## config.mk

```make
export PLATFORM = sky130hd
export DESIGN_NAME = seq_det_sched
export DESIGN_NICKNAME = d
export VERILOG_FILES = /design/src/rtl/seq_det_sched.sv
export SDC_FILE = /design/constraint.sdc
export NUM_CORES = 1
export LEC_CHECK = 0
export ABC_CLOCK_PERIOD_IN_PS = 2900
export CORE_ASPECT_RATIO = 1.5
export CORE_MARGIN = 2
export CORE_UTILIZATION = 30
export CTS_CLUSTER_DIAMETER = 150
export CTS_CLUSTER_SIZE = 14
export DETAILED_ROUTE_END_ITERATION = 12
export GPL_TIMING_DRIVEN = 0
export PLACE_DENSITY = 0.48
export REMOVE_ABC_BUFFERS = 1
export SYNTH_ARGS = -nofsm -noshare
export SYNTH_HDL_FRONTEND = slang
export SYNTH_SLANG_ARGS = --single-unit
```

## constraint.sdc

```tcl
create_clock -name clock -period 2.9 [get_ports clock]
set_input_delay 0.29 -clock clock [delete_from_list [all_inputs] [get_ports clock]]
set_output_delay 0.29 -clock clock [all_outputs]
set_load 0.01 [all_outputs]
```

## src/rtl/seq_det_sched.sv

```systemverilog
// Four-channel 1101 sequence detector sharing one next-state function via a round-robin grant.
// Optional per-channel context clear enabled by defining SEQ_DET_SCHED_CLR_EN.
module seq_det_sched (
  input  logic       clock,
  input  logic       reset,
  input  logic [3:0] req,
  input  logic [3:0] din,
`ifdef SEQ_DET_SCHED_CLR_EN
  input  logic [3:0] ctx_clr,
`endif
  output logic [3:0] gnt,
  output logic       hit,
  output logic [1:0] hit_id
);

  typedef enum logic [1:0] {S0, S1, S2, S3} state_e;

  state_e     ctx_q [4];
  state_e     ctx_d [4];
  logic [1:0] ptr_q, ptr_d;
  logic       hit_q, hit_d;
  logic [1:0] hit_id_q, hit_id_d;

  logic [1:0] win;
  logic [1:0] idx;
  logic       any;
  logic       bit_in;
  state_e     cur;
  state_e     nxt;
  logic       match;
  logic [3:0] clr;

`ifdef SEQ_DET_SCHED_CLR_EN
  assign clr = ctx_clr;
`else
  assign clr = 4'b0000;
`endif

  // First requester at or after ptr, wrapping modulo 4.
  always_comb begin
    win = 2'd0;
    any = 1'b0;
    idx = 2'd0;
    for (int k = 0; k < 4; k++) begin
      idx = ptr_q + 2'(k);
      if (!any && req[idx]) begin
        any = 1'b1;
        win = idx;
      end
    end
    gnt = any ? (4'b0001 << win) : 4'b0000;
  end

  // The single detector transition, applied to whichever channel won.
  always_comb begin
    cur    = ctx_q[win];
    bit_in = din[win];
    nxt    = S0;
    match  = 1'b0;
    case (cur)
      S0: nxt = bit_in ? S1 : S0;
      S1: nxt = bit_in ? S2 : S0;
      S2: nxt = bit_in ? S2 : S3;
      S3: begin
        nxt   = bit_in ? S1 : S0;
        match = bit_in;
      end
      default: nxt = S0;
    endcase
  end

  always_comb begin
    for (int i = 0; i < 4; i++) begin
      ctx_d[i] = ctx_q[i];
    end
    ptr_d    = ptr_q;
    hit_d    = 1'b0;
    hit_id_d = hit_id_q;
    if (any) begin
      ctx_d[win] = nxt;
      ptr_d      = win + 2'd1;
      hit_d      = match && !clr[win];
      if (hit_d) begin
        hit_id_d = win;
      end
    end
    // A clear wins over the update of the same channel.
    for (int i = 0; i < 4; i++) begin
      if (clr[i]) begin
        ctx_d[i] = S0;
      end
    end
  end

  always_ff @(posedge clock or posedge reset) begin
    if (reset) begin
      for (int i = 0; i < 4; i++) begin
        ctx_q[i] <= S0;
      end
      ptr_q    <= 2'd0;
      hit_q    <= 1'b0;
      hit_id_q <= 2'd0;
    end else begin
      for (int i = 0; i < 4; i++) begin
        ctx_q[i] <= ctx_d[i];
      end
      ptr_q    <= ptr_d;
      hit_q    <= hit_d;
      hit_id_q <= hit_id_d;
    end
  end

  assign hit    = hit_q;
  assign hit_id = hit_id_q;

endmodule

```

==> flow_summary.ini, run 1 <==
[global_route]
antenna_found_initial = 0
grt_max_degree = 28
grt_first_pass_wirelength_mm = 3.83
grt-ovfl-total = 0
first_global_vias = 858
grtUsageTotal = 0.135

[layout]
seqCellArea_sq_um = 325
area_growth_pct = 30.1
drive_above_1_share = 0.171
diodes = 0
n_fill_cell = 338
fin_nets = 147
fin_util = 0.412
multiInputGateArea_sq_um = 679

[clock_tree]
cts_tree = done
cts_sinks = 13
clk_pin_slew_ns = 0.06
numCtsBuffers = 3
cts_root_buffer = clkbuf_8
clockBufferDepth = 2
clkLatencyLatePin_ns = 0.24
h-tree-depth = 1

[pwr]
powerDensity_nw_per_um2 = 1060
p_switching_mw = 0.600
p_leak_nw = 0.628
p_int_mw = 0.794
ir_drop_uv = 425
swShare = 0.430
p_clk_frac = 0.117
pwr-share-seq = 0.234
power_frac_comb = 0.649

[synthesis]
synth.distinct_cells = 29
synth-simple-area-share = 0.202
synthAdderAreaFrac = 0.0867
synth_area_sq_um = 1010
ys_seq_area_frac = 0.322
synth_top_family_by_area = simple AND/OR/NAND/NOR gates
synth_compound_area_frac = 0.154
synth_mux_area_frac = 0.181
synthXorXnorAreaFrac = 0
yosysWarnings = 0
synthCells = 108
ys_ff_latch = 13
syn_avg_cell_area_sq_um = 9.35

[sta]
timing.final.ws_setup_ns = 0.125
slew_violations = 0
maxSlewHeadroom = 0.652
period_share = 0.957
setup_viol = 0
whs_ns = 0.381
skew_ns = 0.00282
finalCriticalPeriod_ns = 2.77
worst_pin_slew_ns = 0.522
finalHoldViolCount = 0
fmax_ghz = 0.360
grt_setup_unrepaired = true

[floorplanning]
die_x_um = 51.4
io_pins = 17
die_h_um = 75.1
start_util = 0.316
core_sq_um = 3190
core.rowCount = 25
dieArea_sq_um = 3860

[worst_setup_path]
cpLargestDelayFamily = buffers and inverters
path_cells = clkdlybuf4s50_1 > nor2b_1 > a21boi_1 > o32a_4 > inv_2 > ha_1 > nand2_1 > inv_2 > clkdlybuf4s50_1
path_class = in -> out
end_kind = output pin
critical_path.max_fanout = 8
arrival_ns = 2.48
start_kind = input port
cp_slowest_cell = clkdlybuf4s50_1
slowest_delay_ns = 0.54
cp_num_buf_inv = 4
required_ns = 2.61

[route]
postRouteAntennaNets = 0
wire_per_inst_um = 14.9
wl_mm = 2.52
vias_per_cell = 5.14
first_pass_iters = 4
drc = 0
num_vias = 869
drtIter0Drc = 11

[placed_design]
portBuffers = 16
dp_hpwl_mm = 1.65
gp_congestion = 0.725
place_ws_ns = -0.257

[worst_hold_path]
hp-class = in -> async

[run_status]
status = complete, no violations

[job]
max-cap-violations = 0
==> synthesized netlist by cell type, drive strengths merged <==
cell type  instances  share of area
a211oi             1         0.0074
a21bo              1         0.0099
a21boi             1         0.0074
a21oi              5          0.025
a31oi              1         0.0062
and2               2          0.012
and3               8          0.050
buf                4          0.029
dfrtp             13           0.32
ha                 7          0.087
inv                7          0.026
mux2               3          0.037
mux2i             12           0.14
nand2             16          0.059
nand2b             2          0.012
nor2               9          0.033
nor2b              4          0.027
o21ai              3          0.015
o21bai             1         0.0074
o221a              2          0.031
o311ai             4          0.035
o32a               1         0.0099
or4                1         0.0074
==> cells by family after synthesis <==
group	Yosys count
AOI/OAI and AO/OA	20
adders and majority gates	7
and+or+nand+nor	42
DFF	13
buffers and inverters	11
muxes	15
==> routing by layer <==
layer	global-route usage	vias up	routed length (um)	part of all wire
li1	-	428	-	-
met1	0.152	420	1160	0.46
met2	0.246	17	1240	0.49
met3	0.0198	4	91	0.036
met4	0.0614	0	31	0.012
met5	0	-	0	0
==> worst paths after layout <==
kind | from | endpoint | slack (ns) | cells after the start
setup / recovery | req[2] | gnt[1] | 0.13 | 9
hold / removal | reset | hit_id[1] | 0.38 | 2
hold reg to reg | ctx_q[4] | ctx_q[4] | 0.49 | 2
min in group clock | ctx_q[4] | ctx_q[4] | 0.49 | 2
setup reg to reg | ptr_q[0] | ctx_q[4] | 0.54 | 10
max in group asynchronous | reset | ctx_q[6] | 2.17 | 2
==> power by group through the flow <==
stage	clock network [mW]	registers (mW)	logic (mW)
finish	0.163	0.326	0.905
global route	0.177	0.338	1.02
CTS	0.167	0.318	0.853
detailed placement	0	0.320	0.832
global placement	0	0.316	0.820
floorplan	0	0.317	0.597
==> stage by stage <==
stage / total power [mW] / instances / TNS [ns] / instance area (sq um)
2_1_floorplan: 0.914 / 104 / 0 / 981
3_3_place_gp: 1.14 / 160 / -1.34 / 1190
3_5_place_dp: 1.15 / 160 / -1.68 / 1190
4_1_cts: 1.34 / 164 / 0 / 1260
5_1_grt: 1.53 / 169 / -0.00386 / 1310
6_report: 1.39 / 169 / 0 / 1310
==> registers in the layout (all words and copies together), names as in the netlist <==
register  count
ctx_q         8
hit_id        2
ptr_q         2
hit           1
==> cell type report <==
type / count / area share
multi-input cells: 86 / 0.517
clock buffers: 4 / 0.0343
well taps: 40 / 0.0381
inverters: 7 / 0.0200
repair buffers: 19 / 0.143
flip-flops and latches: 13 / 0.248
==> layout by cell type, fill, tap and decap left out, types with 2 or more instances in the layout <==
master,count
dfrtp_1,13
o221a_4,2
nand2_1,16
o21ai_0,2
ha_1,7
mux2i_4,2
nor2b_1,3
o221a_2,2
and3_1,8
nor2_1,8
inv_1,4
and2_1,2
dlymetal6s2s_1,2
clkbuf_8,3
buf_4,3
a21oi_1,5
nand2b_1,2
mux2i_1,10
mux2_2,2
clkdlybuf4s50_1,14
inv_2,3
o311ai_1,4
==> what timing repair did <==
action / CTS / global route
resized for setup: 4 / 7
endpoints found under the setup margin: 4 / 8
setup buffers: 0 / 3
hold buffers: 0 / 0
gates cloned: 0 / 2
pin swaps: 0 / 0
(Power assumes the default switching activity.)
==> inputs of run 2 (changes only) <==
- CORE_ASPECT_RATIO: 1.5 -> 0.7
- CTS_CLUSTER_SIZE: 14 -> 20
==> flow_summary.ini, run 2 (synthesized netlist as in run 1, its figures left out) <==
[sta]
setup_viol = 0
final.setup.tns_ns = 0
maxSlewHeadroom = 0.649
fmax_ghz = 0.359
worst_pin_slew_ns = 0.525
skew_ns = 0.00424
finalCriticalPeriod_ns = 2.78
period_share = 0.959
slew_violations = 0
finalHoldViolCount = 0

[worst_hold_path]
hp-class = in -> async

[layout]
final_cells = 167
top_register = ctx_q
largest_register_ffs = 8
drive_above_1_share = 0.155
fin_nets = 147
area_growth_pct = 29.4
layout_common_cells = nand2_1, clkdlybuf4s50_1, dfrtp_1, mux2i_1, nor2_1
n_fill_cell = 320
layout_commonest_cell = nand2_1
fin_util = 0.409
diodes = 0

[floorplanning]
dieArea_sq_um = 3850
io_pins = 17
start_util = 0.316
die_h_um = 52.5
die_x_um = 73.3
core.rowCount = 17
core_sq_um = 3190

[global_route]
grtUsageTotal = 0.132
grt_first_pass_wirelength_mm = 3.83
antenna_found_initial = 0
grt-ovfl-total = 0
grt_max_degree = 28
first_global_vias = 796

[route]
vias_per_cell = 5.20
wire_per_inst_um = 14.4
drc = 0
num_vias = 869
first_pass_iters = 4
wl_mm = 2.40
drtIter0Drc = 39
postRouteAntennaNets = 0

[pwr]
ir_drop_uv = 546
powerDensity_nw_per_um2 = 1070
p_leak_nw = 0.621
finalPower_mw = 1.39

[placed_design]
gp_congestion = 0.760
portBuffers = 16
dp_hpwl_mm = 1.58
place_inst = 158

[job]
max-cap-violations = 0

[clock_tree]
cts_sinks = 13
cts_hold_buf = 0
h-tree-depth = 1
cts_root_buffer = clkbuf_8
cts_tree = done
clk_pin_slew_ns = 0.06
numCtsBuffers = 3
clkLatencyLatePin_ns = 0.25
clockBufferDepth = 2

[worst_setup_path]
arrival_ns = 2.49
slowest_delay_ns = 0.56
path_class = in -> out
end_kind = output pin
startpoint = req[2]
cp_slowest_cell = clkdlybuf4s50_1
reg2reg_from = ptr_q[0]
critical_path.max_fanout = 8
start_kind = input port
path_cells = clkdlybuf4s50_1 > nor2b_1 > a21boi_1 > o32a_4 > inv_2 > ha_1 > nand2_1 > inv_1 > clkdlybuf4s50_1
required_ns = 2.61
crit_top_cell = clkdlybuf4s50_1

[run_status]
status = complete, no violations
==> run 2: cell types whose count changed in the layout (fill, tap and decap cells not counted) <==
cell / previous run / this run
inv_2: 3 / 2
dlymetal6s2s_1: 2 / 1
inv_1: 4 / 5
nor2_2: 1 / 0
nor2_1: 8 / 9
clkdlybuf4s50_1: 14 / 15
==> run 2: through the flow <==
step / hold WS, ns / instance area (sq um) / setup WS, ns
global placement: 0.471 / 1190 / -0.161
detailed placement: 0.479 / 1190 / -0.220
floorplan: 0.167 / 981 / 0.567
global route: 0.454 / 1310 / -0.0121
CTS: 0.410 / 1240 / 0.0273
finish: 0.377 / 1310 / 0.118
==> run 2: power breakdown <==
part	switching, mW	leakage (nW)	internal, mW
combinational	0.466	0.442	0.430
clock	0.0733	0.0228	0.0973
sequential	0.0564	0.156	0.268
total	0.596	0.621	0.795
==> run 2: final cells by class <==
class                           instances  area (sq um)  share of cell area
Inverter                                7          26.3              0.0201
Sequential cell                        13           325               0.249
Timing Repair Buffer                   19           185               0.142
Clock buffer                            4          45.0              0.0345
Tap cell                               38          47.5              0.0364
Multi-Input combinational cell         86           677               0.518
==> run 2: repair_timing <==
action,in CTS,in global routing
gates resized for setup,3,5
setup endpoints to repair,4,8
buffers inserted,0,3
gates cloned,0,2
==> run 2: worst paths after layout <==
path	endpoint	slack, ns	depth (start not counted)
setup reg to reg	ctx_q[4]	0.48	10
hold reg to reg	ctx_q[2]	0.49	2
setup / recovery	gnt[0]	0.12	9
min in group clock	ctx_q[2]	0.49	2
hold / removal	ptr_q[1]	0.38	2
max in group asynchronous	ctx_q[2]	2.17	2
==> run 2: critical path: cells and delay by family <==
family                   cells  cell delay (ns)
AND/OR/NAND/NOR              2             0.23
AO/OA/AOI/OAI                2             0.55
adder cells (fa/ha/maj)      1             0.16
buffers and inverters        4             1.26
==> run 2: routing by layer <==
metal | vias up | track usage | part of all wire | routed length [um]
met5 | - | 0 | 0 | 0
met4 | 0 | 0.00909 | 0.0017 | 4
met3 | 2 | 0.0481 | 0.065 | 156
met2 | 23 | 0.192 | 0.41 | 991
met1 | 413 | 0.195 | 0.52 | 1250
li1 | 431 | - | - | -
==> inputs of run 3 (changes only) <==
- CTS_BUF_LIST: unset -> sky130_fd_sc_hd__clkbuf_4
==> flow_summary.ini, run 3 (synthesized netlist as in run 1, its figures left out) <==
[layout]
largest_register_ffs = 8
layout_commonest_cell = nand2_1
diodes = 0
layout_common_cells = nand2_1, clkdlybuf4s50_1, dfrtp_1, mux2i_1, nor2_1
top_register = ctx_q
fin_nets = 148
drive_above_1_share = 0.169
n_fill_cell = 323
fin_util = 0.407
area_growth_pct = 28.6

[clock_tree]
cts_tree = done
numCtsBuffers = 3
cts_hold_buf = 0
clkLatencyLatePin_ns = 0.28
clockBufferDepth = 2
cts_root_buffer = clkbuf_4
h-tree-depth = 1
cts_sinks = 13
clk_pin_slew_ns = 0.09

[placed_design]
portBuffers = 16
dp_hpwl_mm = 1.58
gp_congestion = 0.760

[worst_setup_path]
path_class = in -> out
start_kind = input port
critical_path.max_fanout = 8
required_ns = 2.61
end_kind = output pin
arrival_ns = 2.51

[route]
vias_per_cell = 5.19
drc = 0
drtIter0Drc = 56
wire_per_inst_um = 14.3
wl_mm = 2.40
postRouteAntennaNets = 0
num_vias = 872
first_pass_iters = 4

[pwr]
ir_drop_uv = 525
p_leak_nw = 0.621
powerDensity_nw_per_um2 = 1050
finalPower_mw = 1.36

[global_route]
first_global_vias = 790
antenna_found_initial = 0
grtUsageTotal = 0.132
grt-ovfl-total = 0
grt_first_pass_wirelength_mm = 3.82
grt_max_degree = 28

[sta]
setup_viol = 0
slew_violations = 0
skew_ns = 0.00984
finalHoldViolCount = 0
fmax_ghz = 0.357
whs_ns = 0.332
maxSlewHeadroom = 0.650
worst_pin_slew_ns = 0.524
period_share = 0.965
finalCriticalPeriod_ns = 2.80

[run_status]
status = complete, no violations

[floorplanning]
die_x_um = 73.3
start_util = 0.316
core.rowCount = 17
die_h_um = 52.5
io_pins = 17
dieArea_sq_um = 3850
core_sq_um = 3190

[job]
max-cap-violations = 0

[worst_hold_path]
hp-class = in -> async
## run 3: power by group
group          switching, mW  internal (mW)  total, mW
Sequential            0.0568          0.268      0.324
Combinational          0.469          0.436      0.905
Clock                 0.0664         0.0627      0.129
Total                  0.592          0.767       1.36
## run 3: cell type report
cell class | count | area, sq um | area share
Multi-Input combinational cell | 86 | 677 | 0.521
Sequential cell | 13 | 325 | 0.250
Tap cell | 38 | 47.5 | 0.0366
Inverter | 7 | 26.3 | 0.0202
Clock buffer | 4 | 30.0 | 0.0231
Timing Repair Buffer | 20 | 193 | 0.148
## run 3: layer usage
layer	global-route usage	routed length [um]	vias to the layer above
met4	0.00909	0	0
met1	0.199	1270	414
met5	0	0	-
li1	-	-	435
met2	0.186	980	23
met3	0.0481	144	0
## run 3: final timing paths
kind,from,endpoint,slack [ns],depth (start not counted)
max in group asynchronous,reset,ctx_q[2],2.21,2
min,reset,ptr_q[1],0.33,2
max reg2reg,ptr_q[0],ctx_q[4],0.41,11
max,req[2],gnt[0],0.10,9
min in group clock,ctx_q[2],ctx_q[2],0.50,2
min reg2reg,ctx_q[2],ctx_q[2],0.50,2
## run 3: worst max-delay path, stage by stage
cell,delay (ns)
clkdlybuf4s50_1,0.43
nor2b_1,0.15
a21boi_1,0.15
o32a_4,0.41
inv_2,0.13
ha_1,0.16
nand2_1,0.09
inv_1,0.14
clkdlybuf4s50_1,0.56
## run 3: through the flow
stage / setup slack (ns) / setup TNS [ns] / cells / area [sq um]
finish: 0.102 / 0 / 168 / 1300
global route: -0.00323 / -0.00438 / 168 / 1300
CTS: 0.0273 / 0 / 162 / 1230
detailed placement: -0.220 / -1.50 / 158 / 1190
global placement: -0.161 / -0.955 / 158 / 1190
floorplan: 0.567 / 0 / 104 / 981
## run 3: what timing repair did
action,in CTS,in global routing
setup endpoints to repair,4,4
gates resized for setup,3,5
buffers inserted,0,4
pin swaps,0,0
gates cloned,0,2
